[src/rtl/avalon_bus_arbiter_if.sv]
// Bus bundle between the two Avalon masters, the arbiter and the shared slave.
// The slave modport is the arbiter's view; the master modport is the surrounding system's view.
interface avalon_bus_arbiter_if;
    logic [31:0] m0_address;
    logic        m0_read;
    logic        m0_write;
    logic [31:0] m0_writedata;
    logic [3:0]  m0_byteenable;
    logic        m0_waitrequest;
    logic [31:0] m0_readdata;

    logic [31:0] m1_address;
    logic        m1_read;
    logic        m1_write;
    logic [31:0] m1_writedata;
    logic [3:0]  m1_byteenable;
    logic        m1_waitrequest;
    logic [31:0] m1_readdata;

    logic [31:0] s_address;
    logic        s_read;
    logic        s_write;
    logic [31:0] s_writedata;
    logic [3:0]  s_byteenable;
    logic        s_waitrequest;
    logic [31:0] s_readdata;

    logic [1:0]  grant;
    logic        timeout_err;

    modport slave (
        input  m0_address, m0_read, m0_write, m0_writedata, m0_byteenable,
        input  m1_address, m1_read, m1_write, m1_writedata, m1_byteenable,
        input  s_waitrequest, s_readdata,
        output m0_waitrequest, m0_readdata, m1_waitrequest, m1_readdata,
        output s_address, s_read, s_write, s_writedata, s_byteenable,
        output grant, timeout_err
    );

    modport master (
        output m0_address, m0_read, m0_write, m0_writedata, m0_byteenable,
        output m1_address, m1_read, m1_write, m1_writedata, m1_byteenable,
        output s_waitrequest, s_readdata,
        input  m0_waitrequest, m0_readdata, m1_waitrequest, m1_readdata,
        input  s_address, s_read, s_write, s_writedata, s_byteenable,
        input  grant, timeout_err
    );
endinterface

[src/rtl/avalon_bus_arbiter.sv]
// Two-master round-robin arbiter for one shared Avalon slave, with a stall timeout
// that aborts a hung access and returns all-ones read data to the stalled master.
//
// state | meaning
// IDLE  | no owner; arbitrate among requesters
// GNT0  | master 0 (CPU) owns the slave
// GNT1  | master 1 (instruction loader) owns the slave
module avalon_bus_arbiter #(
    parameter int unsigned TIMEOUT = 255
) (
    input  logic              clk,
    input  logic              reset,
    avalon_bus_arbiter_if.slave bus
);

    typedef enum logic [1:0] {IDLE = 2'd0, GNT0 = 2'd1, GNT1 = 2'd2} state_t;

    state_t      state_q, state_d;
    logic        ptr_q, ptr_d;
    logic [7:0]  stall_q, stall_d;
    logic        terr_q, terr_d;
    logic [1:0]  grant_q, grant_d;

    logic        req0, req1, gnt_req, timeout_hit;

    assign req0        = bus.m0_read | bus.m0_write;
    assign req1        = bus.m1_read | bus.m1_write;
    assign gnt_req     = (state_q == GNT0) ? req0 : req1;
    assign timeout_hit = (state_q != IDLE) && (stall_q == 8'(TIMEOUT));

    always_ff @(posedge clk) begin
        if (!reset) begin
            state_q <= IDLE;
            ptr_q   <= 1'b0;
            stall_q <= 8'd0;
            terr_q  <= 1'b0;
            grant_q <= 2'b00;
        end else begin
            state_q <= state_d;
            ptr_q   <= ptr_d;
            stall_q <= stall_d;
            terr_q  <= terr_d;
            grant_q <= grant_d;
        end
    end

    always_comb begin
        state_d = state_q;
        ptr_d   = ptr_q;
        stall_d = stall_q;
        terr_d  = terr_q;
        case (state_q)
            IDLE: begin
                stall_d = 8'd0;
                if (req0 && req1)
                    state_d = ptr_q ? GNT1 : GNT0;
                else if (req0)
                    state_d = GNT0;
                else if (req1)
                    state_d = GNT1;
            end
            GNT0, GNT1: begin
                // Abort outranks everything; a dropped request leaves the pointer alone.
                if (timeout_hit) begin
                    state_d = IDLE;
                    ptr_d   = (state_q == GNT0);
                    terr_d  = 1'b1;
                end else if (!gnt_req) begin
                    state_d = IDLE;
                end else if (!bus.s_waitrequest) begin
                    state_d = IDLE;
                    ptr_d   = (state_q == GNT0);
                end else begin
                    stall_d = stall_q + 8'd1;
                end
            end
            default: state_d = IDLE;
        endcase

        grant_d = 2'b00;
        if (state_d == GNT0) grant_d = 2'b01;
        if (state_d == GNT1) grant_d = 2'b10;
    end

    always_comb begin
        bus.s_address      = 32'h0;
        bus.s_writedata    = 32'h0;
        bus.s_byteenable   = 4'h0;
        bus.s_read         = 1'b0;
        bus.s_write        = 1'b0;
        bus.m0_waitrequest = 1'b1;
        bus.m0_readdata    = 32'h0;
        bus.m1_waitrequest = 1'b1;
        bus.m1_readdata    = 32'h0;
        case (state_q)
            GNT0: begin
                bus.s_address      = bus.m0_address;
                bus.s_writedata    = bus.m0_writedata;
                bus.s_byteenable   = bus.m0_byteenable;
                bus.s_write        = bus.m0_write & ~timeout_hit;
                bus.s_read         = bus.m0_read & ~bus.m0_write & ~timeout_hit;
                bus.m0_waitrequest = timeout_hit ? 1'b0 : bus.s_waitrequest;
                bus.m0_readdata    = timeout_hit ? 32'hFFFF_FFFF : bus.s_readdata;
            end
            GNT1: begin
                bus.s_address      = bus.m1_address;
                bus.s_writedata    = bus.m1_writedata;
                bus.s_byteenable   = bus.m1_byteenable;
                bus.s_write        = bus.m1_write & ~timeout_hit;
                bus.s_read         = bus.m1_read & ~bus.m1_write & ~timeout_hit;
                bus.m1_waitrequest = timeout_hit ? 1'b0 : bus.s_waitrequest;
                bus.m1_readdata    = timeout_hit ? 32'hFFFF_FFFF : bus.s_readdata;
            end
            default: ;
        endcase
    end

    assign bus.grant       = grant_q;
    assign bus.timeout_err = terr_q | timeout_hit;

endmodule
[src/flat_wrapper.sv]
// flat-port wrapper written by rule: the top's interface ports become plain ports
module avalon_bus_arbiter_flat 
#(
    parameter int unsigned TIMEOUT = 255
)
  (clk, reset, bus_m0_address, bus_m0_read, bus_m0_write, bus_m0_writedata, bus_m0_byteenable, bus_m1_address, bus_m1_read, bus_m1_write, bus_m1_writedata, bus_m1_byteenable, bus_s_waitrequest, bus_s_readdata, bus_m0_waitrequest, bus_m0_readdata, bus_m1_waitrequest, bus_m1_readdata, bus_s_address, bus_s_read, bus_s_write, bus_s_writedata, bus_s_byteenable, bus_grant, bus_timeout_err);
  avalon_bus_arbiter_if bus_i ();
  input  logic clk;
  input  logic reset;
  input wire logic [$bits(bus_i.m0_address)-1:0] bus_m0_address;
  input wire logic [$bits(bus_i.m0_read)-1:0] bus_m0_read;
  input wire logic [$bits(bus_i.m0_write)-1:0] bus_m0_write;
  input wire logic [$bits(bus_i.m0_writedata)-1:0] bus_m0_writedata;
  input wire logic [$bits(bus_i.m0_byteenable)-1:0] bus_m0_byteenable;
  input wire logic [$bits(bus_i.m1_address)-1:0] bus_m1_address;
  input wire logic [$bits(bus_i.m1_read)-1:0] bus_m1_read;
  input wire logic [$bits(bus_i.m1_write)-1:0] bus_m1_write;
  input wire logic [$bits(bus_i.m1_writedata)-1:0] bus_m1_writedata;
  input wire logic [$bits(bus_i.m1_byteenable)-1:0] bus_m1_byteenable;
  input wire logic [$bits(bus_i.s_waitrequest)-1:0] bus_s_waitrequest;
  input wire logic [$bits(bus_i.s_readdata)-1:0] bus_s_readdata;
  output wire logic [$bits(bus_i.m0_waitrequest)-1:0] bus_m0_waitrequest;
  output wire logic [$bits(bus_i.m0_readdata)-1:0] bus_m0_readdata;
  output wire logic [$bits(bus_i.m1_waitrequest)-1:0] bus_m1_waitrequest;
  output wire logic [$bits(bus_i.m1_readdata)-1:0] bus_m1_readdata;
  output wire logic [$bits(bus_i.s_address)-1:0] bus_s_address;
  output wire logic [$bits(bus_i.s_read)-1:0] bus_s_read;
  output wire logic [$bits(bus_i.s_write)-1:0] bus_s_write;
  output wire logic [$bits(bus_i.s_writedata)-1:0] bus_s_writedata;
  output wire logic [$bits(bus_i.s_byteenable)-1:0] bus_s_byteenable;
  output wire logic [$bits(bus_i.grant)-1:0] bus_grant;
  output wire logic [$bits(bus_i.timeout_err)-1:0] bus_timeout_err;
  assign bus_i.m0_address = bus_m0_address;
  assign bus_i.m0_read = bus_m0_read;
  assign bus_i.m0_write = bus_m0_write;
  assign bus_i.m0_writedata = bus_m0_writedata;
  assign bus_i.m0_byteenable = bus_m0_byteenable;
  assign bus_i.m1_address = bus_m1_address;
  assign bus_i.m1_read = bus_m1_read;
  assign bus_i.m1_write = bus_m1_write;
  assign bus_i.m1_writedata = bus_m1_writedata;
  assign bus_i.m1_byteenable = bus_m1_byteenable;
  assign bus_i.s_waitrequest = bus_s_waitrequest;
  assign bus_i.s_readdata = bus_s_readdata;
  assign bus_m0_waitrequest = bus_i.m0_waitrequest;
  assign bus_m0_readdata = bus_i.m0_readdata;
  assign bus_m1_waitrequest = bus_i.m1_waitrequest;
  assign bus_m1_readdata = bus_i.m1_readdata;
  assign bus_s_address = bus_i.s_address;
  assign bus_s_read = bus_i.s_read;
  assign bus_s_write = bus_i.s_write;
  assign bus_s_writedata = bus_i.s_writedata;
  assign bus_s_byteenable = bus_i.s_byteenable;
  assign bus_grant = bus_i.grant;
  assign bus_timeout_err = bus_i.timeout_err;
  avalon_bus_arbiter #(.TIMEOUT(TIMEOUT)) u_core (.clk(clk), .reset(reset), .bus(bus_i));
endmodule
[config.mk]
export PLATFORM = sky130hd
export DESIGN_NAME = avalon_bus_arbiter_flat
export DESIGN_NICKNAME = d
export VERILOG_FILES = /design/src/rtl/avalon_bus_arbiter_if.sv /design/src/rtl/avalon_bus_arbiter.sv /design/src/flat_wrapper.sv
export SDC_FILE = /design/constraint.sdc
export NUM_CORES = 1
export LEC_CHECK = 0
export BUFFER_PORTS_ARGS = -buffer_cell sky130_fd_sc_hd__buf_4
export CAP_MARGIN = 30
export CELL_PAD_IN_SITES_DETAIL_PLACEMENT = 1
export CELL_PAD_IN_SITES_GLOBAL_PLACEMENT = 2
export CORE_UTILIZATION = 12
export DETAILED_ROUTE_END_ITERATION = 7
export PLACE_DENSITY = 0.86
export SLEW_MARGIN = 25
export SYNTH_ARGS = -nofsm -noshare
export SYNTH_HDL_FRONTEND = slang
export SYNTH_SLANG_ARGS = --single-unit
[constraint.sdc]
create_clock -name clk -period 1.8 [get_ports clk]
set_input_delay 0.09 -clock clk [delete_from_list [all_inputs] [get_ports clk]]
set_output_delay 0.09 -clock clk [all_outputs]
set_load 0.02 [all_outputs]
Word-level counts from Yosys, hierarchy flattened

Cells that the tools add are included.

Memory bits (read-only): 0
Bits in latches: 0
Register bits after elaboration: 14
Logic and storage cells: 69
Memories kept: 0
Bits of input ports: 175
Output and inout port bits: 139
RAM bits: 0

Bitwise logic cells: 13
Magnitude comparators: 0
Multipliers: 0
Equal/unequal tests: 9
Reduce and logical (&&, ||, !) cells: 11
Div/mod/pow operators: 0
$add $sub $neg: 1
Multiplexer cells: 29
Shift operators: 0

Operators by type and width:

| operator            | count |
|---|---|
| $pmux 32 s2         | 2 |
| $mux 32             | 3 |
| $mux 8              | 3 |
| $mux 2              | 8 |
| $pmux 8 s2          | 1 |
| $add 8x1->8 const B | 1 |
| $eq 8x8->1 const B  | 1 |
| $mux 1              | 8 |
| $pmux 4 s2          | 1 |
| $and 1x1->1         | 6 |
| $reduce_bool 2->1   | 3 |
| $eq 2x1->1 const B  | 2 |
| $eq 2x2->1 const B  | 2 |
| $ne 2x1->1 const B  | 2 |
| $ne 2x2->1 const B  | 2 |
| $not 1->1           | 4 |
| $pmux 1 s2          | 2 |
| $pmux 2 s2          | 1 |
| $reduce_and 4->1    | 1 |
| $reduce_or 2->1     | 2 |
| $or 1x1->1          | 3 |
| $reduce_and 3->1    | 1 |
| $logic_and 1x1->1   | 2 |
| $logic_not 2->1     | 1 |
| $reduce_and 2->1    | 1 |

Longest topological paths before layout

Gate-level depths: netlist of the first run.

Word-level depth: 8
Gate-level depth with buffers: 9
Gate-level depth less buffers: 7

Worst setup path before layout of the first run

Ideal clock, no wire load.

Path type: reg-to-reg
Start point: register u_core.state_q[1]
End point: register u_core.grant_q[1], in the netlist u_core.bus.grant[1]
Library setup time: 0.064 ns
Slack: -0.168 ns
Required time: 1.736 ns
Arrival time: 1.904 ns
Buffers on the path: 3
Clock period less this slack: 1.968 ns
Stages on the path, launching flop included: 10
Cells stage by stage: dfxtp_1 > inv_1 > ha_1 > clkbuf_1 > or3_1 > buf_6 > and2_4 > buf_6 > o32a_1 > nor2_1

Longest elaborated chain between the ends: 7
Elaborated cells on any way between the ends: 16
Classes of those cells: 3 x eq/ne; 9 x mux; 4 x reduce/logical

Ends and longest elaborated chain:

| element                | RTL line                                           | text |
|---|---|---|
| start, declared        | avalon_bus_arbiter.sv:18                           | `state_t state_q, state_d;` |
| start signal, assigned | avalon_bus_arbiter.sv:39                           | `state_q <= state_d;` |
| $eq 2x1->1             | avalon_bus_arbiter.sv:28, avalon_bus_arbiter.sv:52 |  |
| $mux 1                 | avalon_bus_arbiter.sv:28                           | `assign gnt_req = (state_q == GNT0) ? req0 : req1;` |
| $mux 2                 | avalon_bus_arbiter.sv:68                           | `end else if (!gnt_req) begin` |
| $mux 2                 | avalon_bus_arbiter.sv:64                           | `if (timeout_hit) begin` |
| $pmux 2 s2 *           | avalon_bus_arbiter.sv:52                           | `case (state_q)` |
| $eq 2x2->1 *           | avalon_bus_arbiter.sv:82                           | `if (state_d == GNT1) grant_d = 2'b10;` |
| $mux 2 *               | avalon_bus_arbiter.sv:82                           |  |
| end signal, assigned   | avalon_bus_arbiter.sv:43                           | `grant_q <= grant_d;` |
| end, declared          | avalon_bus_arbiter.sv:22                           | `logic [1:0] grant_q, grant_d;` |

Mark *: on every way between the ends. The rest lies on a longest branch, timed or not.
A chain may end at the register's enable or synchronous reset.

Worst setup path after layout of the first run

Start point: register u_core.stall_q[0]
End point: output port bus_m1_readdata[28]

Longest elaborated chain between the ends: 4

Ends and longest elaborated chain:

| element                | RTL line                  | text |
|---|---|---|
| start, declared        | avalon_bus_arbiter.sv:20  | `logic [7:0] stall_q, stall_d;` |
| start signal, assigned | avalon_bus_arbiter.sv:41  | `stall_q <= stall_d;` |
| $eq 8x8->1             | avalon_bus_arbiter.sv:29  | `assign timeout_hit = (state_q != IDLE) && (stall_q == 8'(TIMEOUT));` |
| $logic_and 1x1->1      | avalon_bus_arbiter.sv:29  |  |
| $mux 32                | avalon_bus_arbiter.sv:112 | `bus.m1_readdata = timeout_hit ? 32'hFFFF_FFFF : bus.s_readdata;` |
| $mux 32                | avalon_bus_arbiter.sv:95  | `case (state_q)` |
| end, declared          | flat_wrapper.sv:25        | `output wire logic [$bits(bus_i.m1_readdata)-1:0] bus_m1_readdata;` |

No other way between the ends.

==> results.yml, run 1 <==
worst_setup_path:
  critical_path.slowest_cell: "dfxtp_2"
  path_class: "register to output pin"
  cp.required_ns: 1.71
  reg2reg_depth: 7
  path_common_cell: "buf_6"
  crit_chain: "ha_4 -> nand4_4 -> buf_6 -> nor3_4 -> buf_6 -> buf_12 -> o21a_1 -> buf_6"
  path_delay_family: "buffers and inverters"
  start_kind: "register"
  crit_path_end_kind: "output pin"
  crit_arrival_ns: 1.84
  cp_num_buf_inv: 4
  r2r_slack_ns: 0
  cpPeakStageDelay_ns: 0.35
  critPathMaxFanout: 5
  r2r_end: "u_core.stall_q[4]"
  rr_startpoint: "u_core.state_q[0]"
synth:
  syn_area_per_cell_um2: 6.98
  async_flop_share: 0
  ys_seq_area_frac: 0.114
  synth_edf_count: 0
  yosys_register_bits: 14
  synth.distinct_cells: 41
  synthTopCellsByArea: "a22oi_1 (21%), o21a_1 (20%), nor2b_1 (18%)"
  netlist_instances: 353
  synth_top_cell_area_share: 0.210
  synth_common_cells: "a22oi_1 (69), nor2b_1 (69), o21a_1 (65)"
  synth_ff_type: "dfxtp_1"
  synthesis.area_mm2: 0.00246
  synth_nets: 533
  yosys_warnings: 0
  yosysTopAreaCell: "a22oi_1"
finish:
  layout.cells.non_filler: 958
  drive_above_1_share: 0.666
  finalNetCount: 869
  fill_cells: 2355
  ff_latch_area_um2: 288
  n_antenna_cell: 0
  multi_input_area_mm2: 0.00240
  final_util: 0.329
  area_growth_pct: 169
route:
  postRouteWirelength_mm: 17.5
  drt-initial-drc-count: 167
  drc: 0
  ant_nets: 0
  vias_per_cell: 4.35
  firstDrtPassIters: 4
  dr_total_vias: 4170
  routedWlPerCell_um: 18.3
timing:
  slew_violations: 0
  rsz0062_at_grt: "yes"
  fmax_mhz: 519
  hold_viol_final: 0
  period_share: 1.07
  fin_crit_ns: 1.93
  fin_ws_ns: -0.127
  setup_viol: 72
  slew_headroom: 0.677
  worstMarginPinSlew_ns: 0.480
  finClkSkew_ns: 0.00423
floorplanning:
  die_area_mm2: 0.0211
  core_mm2: 0.0202
  io_pins: 314
  start_util: 0.122
  die_x_um: 145
  die_h_um: 145
  rows: 52
clock_tree:
  ctsLongestPathBuffers: 2
  clk_latency_ns: 0.25
  clockRootBuffer: "clkbuf_16"
  numCtsBuffers: 3
  htree_levels: 1
  cts_hold_buffers: 0
  path_clk_slew_ns: 0.05
  clock_sinks: 14
  cts_tree: "yes"
power_and_ir_drop:
  vdd_ir_drop_max_v: 0.000398
  pwr_density_cell_mw_per_mm2: 509
  p_leak_nw: 2.84
placement:
  gp_congestion: 0.756
  dp.cells: 918
  numPortBuffers: 313
  hpwl_mm: 11.0
status:
  violations: "negative setup slack"
  run_status: "complete, but fails checks"
worst_hold_path:
  hold_end: "u_core.stall_q[4]"
  hold_depth: 2
  min_from: "reset"
  min_path_type: "input port to register"
run:
  cap_violations: 0
global_routing:
  grt_overflow: 0
  track_usage: 0.139
  grt_max_degree: 79
  grt_pass1_wl_mm: 23.6
  antenna_found_initial: 0
  grt_pass1_vias: 4209
registers in the layout, indices dropped and copies added (netlist names):
name              count
u_core.bus.grant      2
u_core.state_q        2
u_core.terr_q         1
u_core.ptr_q          1
u_core.stall_q        8
worst reg2reg max path: stages, from the launching register on:
cell and delay, ns:
dfxtp_4 0.36, buf_6 0.12, ha_4 0.18, nor3b_4 0.16, or3_4 0.35, a21bo_4 0.27, nor3_4 0.12, o221a_2 0.19
timing repair:
action                                 in CTS  in global routing
setup endpoints to repair                 102                119
pin swaps                                   7                 21
buffers inserted                           10                 13
endpoints found under the hold margin       0                  0
gates resized for setup                    77                 96
gates cloned                                7                 10
worst max-delay path by stage:
| stage | from | endpoint | slack, ns | cells after the start |
|---|---|---|---|---|
| detailed placement | u_core.state_q[1] | u_core.bus.grant[1] | -0.03 | 9 |
| floorplan | u_core.state_q[1] | u_core.bus.grant[1] | -0.02 | 9 |
| finish | u_core.stall_q[0] | bus_m1_readdata[28] | -0.13 | 8 |
| global placement | u_core.stall_q[1] | u_core.ptr_q | -0.02 | 8 |
| CTS | u_core.stall_q[1] | bus_m1_readdata[8] | -0.14 | 8 |
| global route | u_core.stall_q[0] | bus_m1_readdata[28] | -0.21 | 8 |
placed cells by master (no fill, tap or decap), types with 2 or more instances in the layout:
| cell | count |
|---|---|
| nand2_4 | 3 |
| a22oi_2 | 42 |
| a21oi_1 | 7 |
| ha_4 | 4 |
| o21a_1 | 65 |
| buf_4 | 270 |
| nor2b_1 | 66 |
| dfxtp_2 | 3 |
| dfxtp_1 | 10 |
| or3_4 | 2 |
| o21ai_0 | 3 |
| nand2b_1 | 2 |
| inv_1 | 6 |
| or2_2 | 2 |
| nor3_4 | 5 |
| nand2_1 | 10 |
| buf_16 | 5 |
| inv_4 | 2 |
| buf_12 | 11 |
| mux2i_1 | 2 |
| nor3b_2 | 2 |
| nor2_1 | 9 |
| clkbuf_16 | 12 |
| a22oi_1 | 27 |
| nor2b_2 | 3 |
| nand3_1 | 6 |
| o21ai_1 | 2 |
| buf_6 | 76 |
| nor3_1 | 2 |
area by class of cell:
cell class                 instances  share of cell area
tap                              270              0.0510
timing repair buffer             372               0.525
clock buffer                       4              0.0134
sequential                        14              0.0434
multi-input combinational        290               0.362
inverter                           8             0.00529
kinds of logic after synthesis:
group,count (synthesis),share of synthesized area
adder cells (fa/ha/maj),5,0.0254
flip-flops,14,0.114
AO/OA/AOI/OAI,162,0.486
buffers and inverters,49,0.0808
multiplexers,2,0.00813
AND/OR/NAND/NOR,121,0.286
layer usage:
metal / vias to the layer above / routed length (um) / global-route usage
li1: 1971 / - / -
met1: 1968 / 7100 / 0.168
met2: 220 / 9120 / 0.259
met3: 11 / 1220 / 0.0248
met4: 0 / 110 / 0.0211
met5: - / 0 / 0
where the power goes:
part	internal, W	switching, W	total, W
Combinational	0.00129	0.00125	0.00254
Sequential	0.000328	0.0000136	0.000342
Clock	0.000338	0.000156	0.000494
through the flow:
step	instance area (um^2)	setup WS (ns)	setup TNS (ns)	hold WS [ns]	power, W
floorplan	2510	-0.0183	-0.0183	0.229	0.00141
global placement	5280	-0.0172	-0.0172	0.411	0.00233
detailed placement	5280	-0.0305	-0.0451	0.414	0.00235
CTS	5930	-0.140	-9.18	0.155	0.00305
global route	6630	-0.209	-11.97	0.159	0.00354
finish	6630	-0.127	-5.53	0.149	0.00337
Note: power is estimated with default switching activity, not from simulation.
==> run 2: changes to the inputs <==
--- a/config.mk
+++ b/config.mk
@@ -12,6 +12,7 @@
 export CORE_UTILIZATION = 12
 export DETAILED_ROUTE_END_ITERATION = 7
 export PLACE_DENSITY = 0.86
+export SKIP_CTS_REPAIR_TIMING = 1
 export SLEW_MARGIN = 25
 export SYNTH_ARGS = -nofsm -noshare
 export SYNTH_HDL_FRONTEND = slang
==> results.yml, run 2 (synthesis gave the netlist of run 1 again) <==
clock_tree:
  clk_latency_ns: 0.25
  cts_tree: "yes"
  path_clk_slew_ns: 0.05
  clock_sinks: 14
  numCtsBuffers: 3
  htree_levels: 1
  ctsLongestPathBuffers: 2
  clockRootBuffer: "clkbuf_16"
global_routing:
  track_usage: 0.124
  antenna_found_initial: 0
  grt_overflow: 0
  grt_pass1_wl_mm: 21.4
  grt_max_degree: 79
  grt_pass1_vias: 4015
run:
  cap_violations: 0
power_and_ir_drop:
  vdd_ir_drop_max_v: 0.000375
  p_leak_nw: 2.76
  pwr_density_cell_mw_per_mm2: 522
timing:
  setup_viol: 67
  hold_ws_ns: 0.146
  hold_viol_final: 0
  worstMarginPinSlew_ns: 0.506
  fin_ws_ns: -0.119
  fin_crit_ns: 1.92
  slew_violations: 0
  fmax_mhz: 521
  finClkSkew_ns: 0.00372
  rsz0062_at_grt: "yes"
  slew_headroom: 0.659
  period_share: 1.07
placement:
  dp.cells: 918
  numPortBuffers: 313
  gp_congestion: 0.756
  hpwl_mm: 11.0
floorplanning:
  die_h_um: 145
  die_x_um: 145
  start_util: 0.122
  core_mm2: 0.0202
  io_pins: 314
  rows: 52
  die_area_mm2: 0.0211
route:
  postRouteWirelength_mm: 17.9
  routedWlPerCell_um: 18.9
  drc: 0
  ant_nets: 0
  vias_per_cell: 4.38
  dr_total_vias: 4164
  drt-initial-drc-count: 151
  firstDrtPassIters: 4
finish:
  finalNetCount: 862
  largest_reg_flops: 8
  drive_above_1_share: 0.671
  regMostFlops: "u_core.stall_q"
  final_common_cell: "buf_4"
  layout_common_cells: "buf_4 (282), nor2b_1 (66), o21a_1 (65)"
  n_antenna_cell: 0
  fill_cells: 2357
  area_growth_pct: 163
  layout.cells.non_filler: 951
status:
  run_status: "complete, but fails checks"
  violations: "negative setup slack"
worst_setup_path:
  r2r_end: "u_core.ptr_q"
  path_delay_family: "buffers and inverters"
  start_kind: "register"
  rr_startpoint: "u_core.stall_q[0]"
  crit_path_end_kind: "output pin"
  path_common_cell: "buf_6"
  cp.required_ns: 1.71
  path_class: "register to output pin"
  critical_path.slowest_cell: "dfxtp_2"
  path_depth: 8
  reg2reg_depth: 10
  cpPeakStageDelay_ns: 0.35
  cp_num_buf_inv: 4
  critPathMaxFanout: 15
  r2r_slack_ns: 0.02
  crit_arrival_ns: 1.83
  crit_chain: "ha_4 -> nand4_4 -> buf_6 -> nor3_4 -> buf_12 -> clkbuf_16 -> o21a_1 -> buf_6"
worst_hold_path:
  min_path_type: "input port to register"
  hold_end: "u_core.ptr_q"
  hold_depth: 3
  min_from: "reset"
==> run 2: worst max path at each step <==
stage / startpoint / endpoint / slack (ns)
after global placement: u_core.stall_q[1] / u_core.ptr_q / -0.02
after CTS: u_core.stall_q[1] / bus_m0_readdata[24] / -0.23
final: u_core.stall_q[0] / bus_m0_readdata[31] / -0.12
after detailed placement: u_core.state_q[1] / u_core.bus.grant[1] / -0.03
after floorplan: u_core.state_q[1] / u_core.bus.grant[1] / -0.02
after global routing: u_core.stall_q[0] / bus_m1_readdata[28] / -0.19
==> run 2: area by class of cell <==
type / count / area, um^2 / share of cell area
well taps: 270 / 338 / 0.0521
multi-input cells: 290 / 2400 / 0.371
flip-flops and latches: 14 / 288 / 0.0444
inverters: 8 / 35.0 / 0.00541
repair buffers: 365 / 3330 / 0.514
clock buffers: 4 / 88.8 / 0.0137
==> run 2: stage by stage <==
stage	utilization	area [um^2]	setup WS (ns)	TNS, ns	power (W)
floorplan	-	2510	-0.0183	-0.0183	0.00141
global placement	0.262	5280	-0.0172	-0.0172	0.00233
detailed placement	0.262	5280	-0.0305	-0.0451	0.00235
CTS	0.266	5370	-0.232	-15.37	0.00285
global route	0.321	6480	-0.193	-12.34	0.00355
finish	0.321	6480	-0.119	-5.38	0.00338
==> run 2: routing by layer <==
metal | GRT usage | up-vias | part of all wire
li1 | - | 1961 | -
met1 | 0.158 | 1957 | 0.40
met2 | 0.217 | 226 | 0.51
met3 | 0.0242 | 20 | 0.067
met4 | 0.0200 | 0 | 0.022
met5 | 0 | - | 0
==> run 2: power by group <==
group          internal [W]  switching, W  leakage [nW]
Combinational       0.00129       0.00125          2.60
Sequential         0.000328     0.0000150         0.115
Clock              0.000338      0.000152        0.0442
==> run 2: worst register-to-register path, delay by kind of cell (launching register included) <==
kind,cells,cell delay [ns]
flops,1,0.35
simple gates,3,0.39
fa+ha+maj,1,0.15
buf+inv,4,0.63
compound gates,2,0.14
